**src/rtl/id.sv**
```systemverilog
// id: RV32I instruction decoder; decodes combinationally and registers every
// output, so decoded fields appear one clock after inst/inst_addr.
module id (
    input  logic        clk,
    input  logic        rst,
    input  logic [31:0] inst,
    input  logic [31:0] inst_addr,
    output logic [4:0]  rs1_raddr_o,
    output logic [4:0]  rs2_raddr_o,
    output logic [4:0]  rd_waddr_o,
    output logic [11:0] csr_raddr_o,
    output logic [11:0] csr_waddr_o,
    output logic [31:0] inst_o,
    output logic [31:0] inst_addr_o,
    output logic [31:0] imm_o,
    output logic [1:0]  op1_sel_o,
    output logic [1:0]  op2_sel_o,
    output logic [3:0]  alu_sel_o,
    output logic [2:0]  br_sel_o,
    output logic [2:0]  wb_sel_o,
    output logic [1:0]  mem_rw_o,
    output logic [3:0]  byte_sel_o,
    output logic        un_sign_o
);
    localparam logic [6:0] opc_opimm = 7'b0010011, opc_op = 7'b0110011, opc_load = 7'b0000011,
                           opc_store = 7'b0100011, opc_branch = 7'b1100011, opc_lui = 7'b0110111,
                           opc_auipc = 7'b0010111, opc_jal = 7'b1101111, opc_jalr = 7'b1100111,
                           opc_system = 7'b1110011;
    logic [2:0]   w_f3;
    logic [31:0]  w_imm;
    logic [11:0]  w_csr;
    logic [4:0]   w_rd;
    logic [1:0]   w_op1, w_op2, w_mem;
    logic [3:0]   w_alu, w_bs;
    logic [2:0]   w_br, w_wb;
    logic         w_uns;
    logic [155:0] w_dec, r_dec;
    assign w_f3 = inst[14:12];
    // alt selects SUB for f3=0 and SRA for f3=5
    function automatic logic [3:0] alu_of(input logic [2:0] f3, input logic alt);
        case (f3)
            3'd0:    return alt ? 4'd1 : 4'd0;
            3'd1:    return 4'd2;
            3'd2:    return 4'd3;
            3'd3:    return 4'd4;
            3'd4:    return 4'd5;
            3'd5:    return alt ? 4'd7 : 4'd6;
            3'd6:    return 4'd8;
            default: return 4'd9;
        endcase
    endfunction
    always_comb begin
        w_imm = '0;
        w_csr = '0;
        w_op1 = '0;
        w_op2 = '0;
        w_alu = '0;
        w_br  = '0;
        w_wb  = '0;
        w_mem = '0;
        w_bs  = '0;
        w_uns = 1'b0;
        case (inst[6:0])
            opc_opimm: begin
                w_imm = {{20{inst[31]}}, inst[31:20]};
                w_op2 = 2'd1;
                w_alu = alu_of(w_f3, inst[30] && w_f3 == 3'd5);
                w_wb  = 3'd1;
                w_uns = w_f3 == 3'd3;
            end
            opc_op: begin
                w_alu = alu_of(w_f3, inst[30]);
                w_wb  = 3'd1;
                w_uns = w_f3 == 3'd3;
            end
            opc_load: if (w_f3 inside {3'd0, 3'd1, 3'd2, 3'd4, 3'd5}) begin
                w_imm = {{20{inst[31]}}, inst[31:20]};
                w_op2 = 2'd1;
                w_wb  = 3'd2;
                w_mem = 2'd1;
                w_bs  = w_f3[1] ? 4'hF : w_f3[0] ? 4'h3 : 4'h1;
                w_uns = w_f3[2];
            end
            opc_store: if (w_f3 < 3'd3) begin
                w_imm = {{20{inst[31]}}, inst[31:25], inst[11:7]};
                w_op2 = 2'd1;
                w_mem = 2'd2;
                w_bs  = w_f3[1] ? 4'hF : w_f3[0] ? 4'h3 : 4'h1;
            end
            opc_branch: if (w_f3 != 3'd2 && w_f3 != 3'd3) begin
                w_imm = {{20{inst[31]}}, inst[7], inst[30:25], inst[11:8], 1'b0};
                w_op1 = 2'd1;
                w_op2 = 2'd1;
                w_br  = w_f3[2] ? (w_f3[0] ? 3'd4 : 3'd3) : (w_f3[0] ? 3'd2 : 3'd1);
                w_uns = w_f3[1];
            end
            opc_lui, opc_auipc: begin
                w_imm = {inst[31:12], 12'b0};
                w_op1 = inst[5] ? 2'd2 : 2'd1;
                w_op2 = 2'd1;
                w_alu = inst[5] ? 4'hA : 4'h0;
                w_wb  = 3'd1;
            end
            opc_jal: begin
                w_imm = {{12{inst[31]}}, inst[19:12], inst[20], inst[30:21], 1'b0};
                w_op1 = 2'd1;
                w_op2 = 2'd1;
                w_br  = 3'd5;
                w_wb  = 3'd3;
            end
            opc_jalr: if (w_f3 == 3'd0) begin
                w_imm = {{20{inst[31]}}, inst[31:20]};
                w_op2 = 2'd1;
                w_br  = 3'd6;
                w_wb  = 3'd3;
            end
            // f3 of 0 (ECALL/EBREAK) and 4 (reserved) stay NOP
            opc_system: if (w_f3[1:0] != 2'd0) begin
                w_imm = w_f3[2] ? {27'b0, inst[19:15]} : 32'b0;
                w_csr = inst[31:20];
                w_op1 = w_f3[2] ? 2'd2 : 2'd0;
                w_op2 = 2'd3;
                w_alu = w_f3[1] ? 4'h8 : 4'h0;
                w_wb  = 3'd4;
            end
            default: ;
        endcase
        w_rd = (w_wb != 3'd0) ? inst[11:7] : 5'd0;
    end
    assign w_dec = {inst[19:15], inst[24:20], w_rd, w_csr, w_csr, inst, inst_addr, w_imm,
                    w_op1, w_op2, w_alu, w_br, w_wb, w_mem, w_bs, w_uns};
    always_ff @(posedge clk or posedge rst) begin
        if (rst) r_dec <= '0;
        else     r_dec <= w_dec;
    end
    assign {rs1_raddr_o, rs2_raddr_o, rd_waddr_o, csr_raddr_o, csr_waddr_o, inst_o, inst_addr_o,
            imm_o, op1_sel_o, op2_sel_o, alu_sel_o, br_sel_o, wb_sel_o, mem_rw_o, byte_sel_o,
            un_sign_o} = r_dec;
endmodule

```
**config.mk**
```make
export PLATFORM = sky130hd
export DESIGN_NAME = id
export DESIGN_NICKNAME = d
export VERILOG_FILES = /design/src/rtl/id.sv
export SDC_FILE = /design/constraint.sdc
export NUM_CORES = 1
export LEC_CHECK = 0
export CAP_MARGIN = 40
export CORE_ASPECT_RATIO = 1.5
export CORE_UTILIZATION = 30
export DETAILED_ROUTE_END_ITERATION = 10
export SETUP_SLACK_MARGIN = 0.2
export SYNTH_ARGS = -nofsm -noshare
export SYNTH_HDL_FRONTEND = slang
export SYNTH_SLANG_ARGS = --single-unit
```
**constraint.sdc**
```tcl
create_clock -name clk -period 5.9 [get_ports clk]
set_input_delay 1.18 -clock clk [delete_from_list [all_inputs] [get_ports clk]]
set_output_delay 1.18 -clock clk [all_outputs]
set_load 0.005 [all_outputs]
```
==> impl_results.md <==
- Syn_area_per_cell: about 14 um2
- Initial Util: 0.308
- Die ar.: about 16000 um2
- H-tree levels: 4
- Horiz. Die Dim: about 100 um
- EDFF count, synth: 0
- Synth top area share: 0.710
- Ys async rst share: 1.00
- RSZ-0062 raised after global routing: false
- Sw Pwr: around 0.00048 W
- N_diodes: 0
- Layout area overhead: 60.5%
- Vias in the first global route: roughly 3700
- Fmax: 319 MHz
- Status: complete, no violations
- Hold Buf Count CTS: 0
- Clock transition at path regs: 0.06 ns
- Detailed Route WL: 13700 um
- Setup TNS: 0 ns
- Postcts setup bufs: 0
- Crit path to: r_dec[45]
- Largest registers: r_dec: 133 flops
- Routability cong.: a little over 0.9
- Total core area: around 15000 um2
- Net Sw Frac: 0.229
- Drt first-iter violations: 115
- CTS tree: built
- Worst Setup SP: inst[14]
- Leakage: ~3.2 nW
- Initial antenna violation count: 0
- Design area: approximately 7500 um2
- Number of fillers in the final layout: 1360
- CTS max path bufs: 2
- Most flops, register: r_dec
- Final Core Density: 0.494
- Vias per inst: between 4 and 5
- Routed length per instance: around 18 um
- Pwr dens: 281 nW/um2
- Final setup viols: 0
- Residual DRC: 0
- CP required: ~6.1 ns
- Vias: roughly 3500
- Hold_ws: 1.06 ns
- Gr usage total: 0.175
- Final hold viol count: 0
- Top FF cell, synth: dfrtp_1
- Die Ht: about 160 um
- Comb power frac: 0.087
- Core Rows: 55
- Mapped Area: 4690 um2
- Sequential standard cell area: about 3300 um2
- Max reg flops: 133
- ANT nets after route: 0
- Synth area leader: dfrtp_1
- CP endpoint kind: flop
- Post-place instance area: roughly 7000 um2
- Critical path class: in -> reg
- Fin crit period: about 3.1 ns
- Root Driver: clkbuf_16
- GRT overflow: 0
- Multi-input gate area: approximately 1100 um2
- Resize count post-CTS: 0
- Mapped Cells: about 350
- Ratio of final minimum period to clock period: 0.531
- Worst vdd ir: 158 uV
- Post-synthesis sequential area ratio: 0.710
- Final Slew Violations: 0
- Ports: about 220
- Clock group share of total power: 0.464
- Clock sink count: 133
- Number of max-cap violations: 0
- First-pass GRT wire length: about 21000 um
- Critical path peak fanout: 19
- Layout cells sized above 1: 0.0796
- Int Power: between 0.0015 and 0.002 W
- Worst-Margin Slew: approximately 0.87 ns
- Startpoint Class: input port
- Nets@finish: roughly 620
- DR pass1 iterations: 4
- Port bufs: roughly 220
- Dpl hpwl: between 10000 and 15000 um
- FF+latch count, synth: between 100 and 150
- Top area cells in the synthesized netlist: dfrtp_1 71%, buf_4 3.8%, o211ai_1 2.4%, nand2_1 2.0%, and2_1 1.7%
- Synth unique cells: 51
- HP Class: in -> async
- Clock buffer count from CTS: 17
- Largest net degree at the start of global routing: 88
- Synth Net Count: 414
- Slew HR: 0.417
- Sequential power share: 0.449
- Warnings from Yosys: 0
- Data arrival time of the worst path: 3.36 ns
## synthesized netlist by cell type, drive strengths merged (4+ instances only)
master,count
buf,33
o21ai,8
nor2,15
o211ai,15
a21oi,11
dfrtp,133
nor3,4
a21boi,15
and2,13
o2bb2ai,6
clkbuf,6
nand2,26
inv,11
## per-layer routing
metal	part of all wire	wire [um]	track usage	vias up
li1	-	-	-	1590
met1	0.36	4930	0.184	1714
met2	0.56	7710	0.328	163
met3	0.058	795	0.0540	15
met4	0.016	218	0.0605	0
met5	0	0	0	-
## power by group through the flow
stage | logic [W] | registers [W] | clock network [W]
2_1_floorplan | 0.0000521 | 0.000968 | 0
6_report | 0.000183 | 0.000949 | 0.000979
4_1_cts | 0.000187 | 0.000949 | 0.00101
3_5_place_dp | 0.000186 | 0.000965 | 0
3_3_place_gp | 0.000182 | 0.000965 | 0
5_1_grt | 0.000198 | 0.000951 | 0.00105
## cells by family (layout without fill, tap and decap cells)
kind of cell             Yosys count  count (layout)  synth area share
AO/OA/AOI/OAI                     76              76             0.117
adder cells (fa/ha/maj)            1               1           0.00267
buffers and inverters             50             268            0.0630
flip-flops                       133             133             0.710
multiplexers                       2               2           0.00454
AND/OR/NAND/NOR                   85              85             0.103
## cell usage in the layout, fill, tap and decap left out, types with 3 or more instances in the layout
master / instances
o2bb2ai_1: 6
a21boi_0: 10
clkbuf_16: 17
nand2b_1: 3
inv_6: 4
o211ai_1: 15
nor2_1: 14
clkinvlp_4: 4
clkdlybuf4s50_1: 221
dfrtp_1: 133
and2_1: 13
nand4_1: 3
o22ai_1: 3
clkinv_4: 4
a221o_1: 3
o21ai_0: 8
nor2b_1: 3
inv_1: 10
nor3_1: 4
a21oi_1: 11
nand2_1: 25
a21boi_1: 5
## worst min path at each step
stage	startpoint	endpoint	slack, ns	cells after the start
floorplan	inst[19]	r_dec[104]	1.21	0
global placement	inst_addr[22]	r_dec[75]	1.63	1
detailed placement	rst	r_dec[53]	1.48	2
CTS	rst	r_dec[53]	1.04	2
global route	rst	r_dec[53]	1.04	2
finish	rst	r_dec[53]	1.06	2
## critical path, cell delays in order
cell and delay (ns):
clkdlybuf4s50_1 0.89, nor3_1 0.16, o21a_1 0.23, o211ai_1 0.70, o211ai_1 0.18
## final cells by class
type	instances	share of cell area
clock buffers	19	0.0576
clock inverters	13	0.0168
inverters	11	0.00616
multi-input cells	164	0.142
flip-flops and latches	133	0.443
well taps	199	0.0331
repair buffers	225	0.301
## metrics by stage
stage | std cells | setup WS (ns) | total power, W
2_1_floorplan | 347 | 1.17 | 0.00102
3_3_place_gp | 729 | 2.28 | 0.00115
3_5_place_dp | 732 | 2.28 | 0.00115
4_1_cts | 764 | 2.72 | 0.00214
5_1_grt | 764 | 2.51 | 0.00220
6_report | 764 | 2.77 | 0.00211
Power figures use the tool's default switching activity.
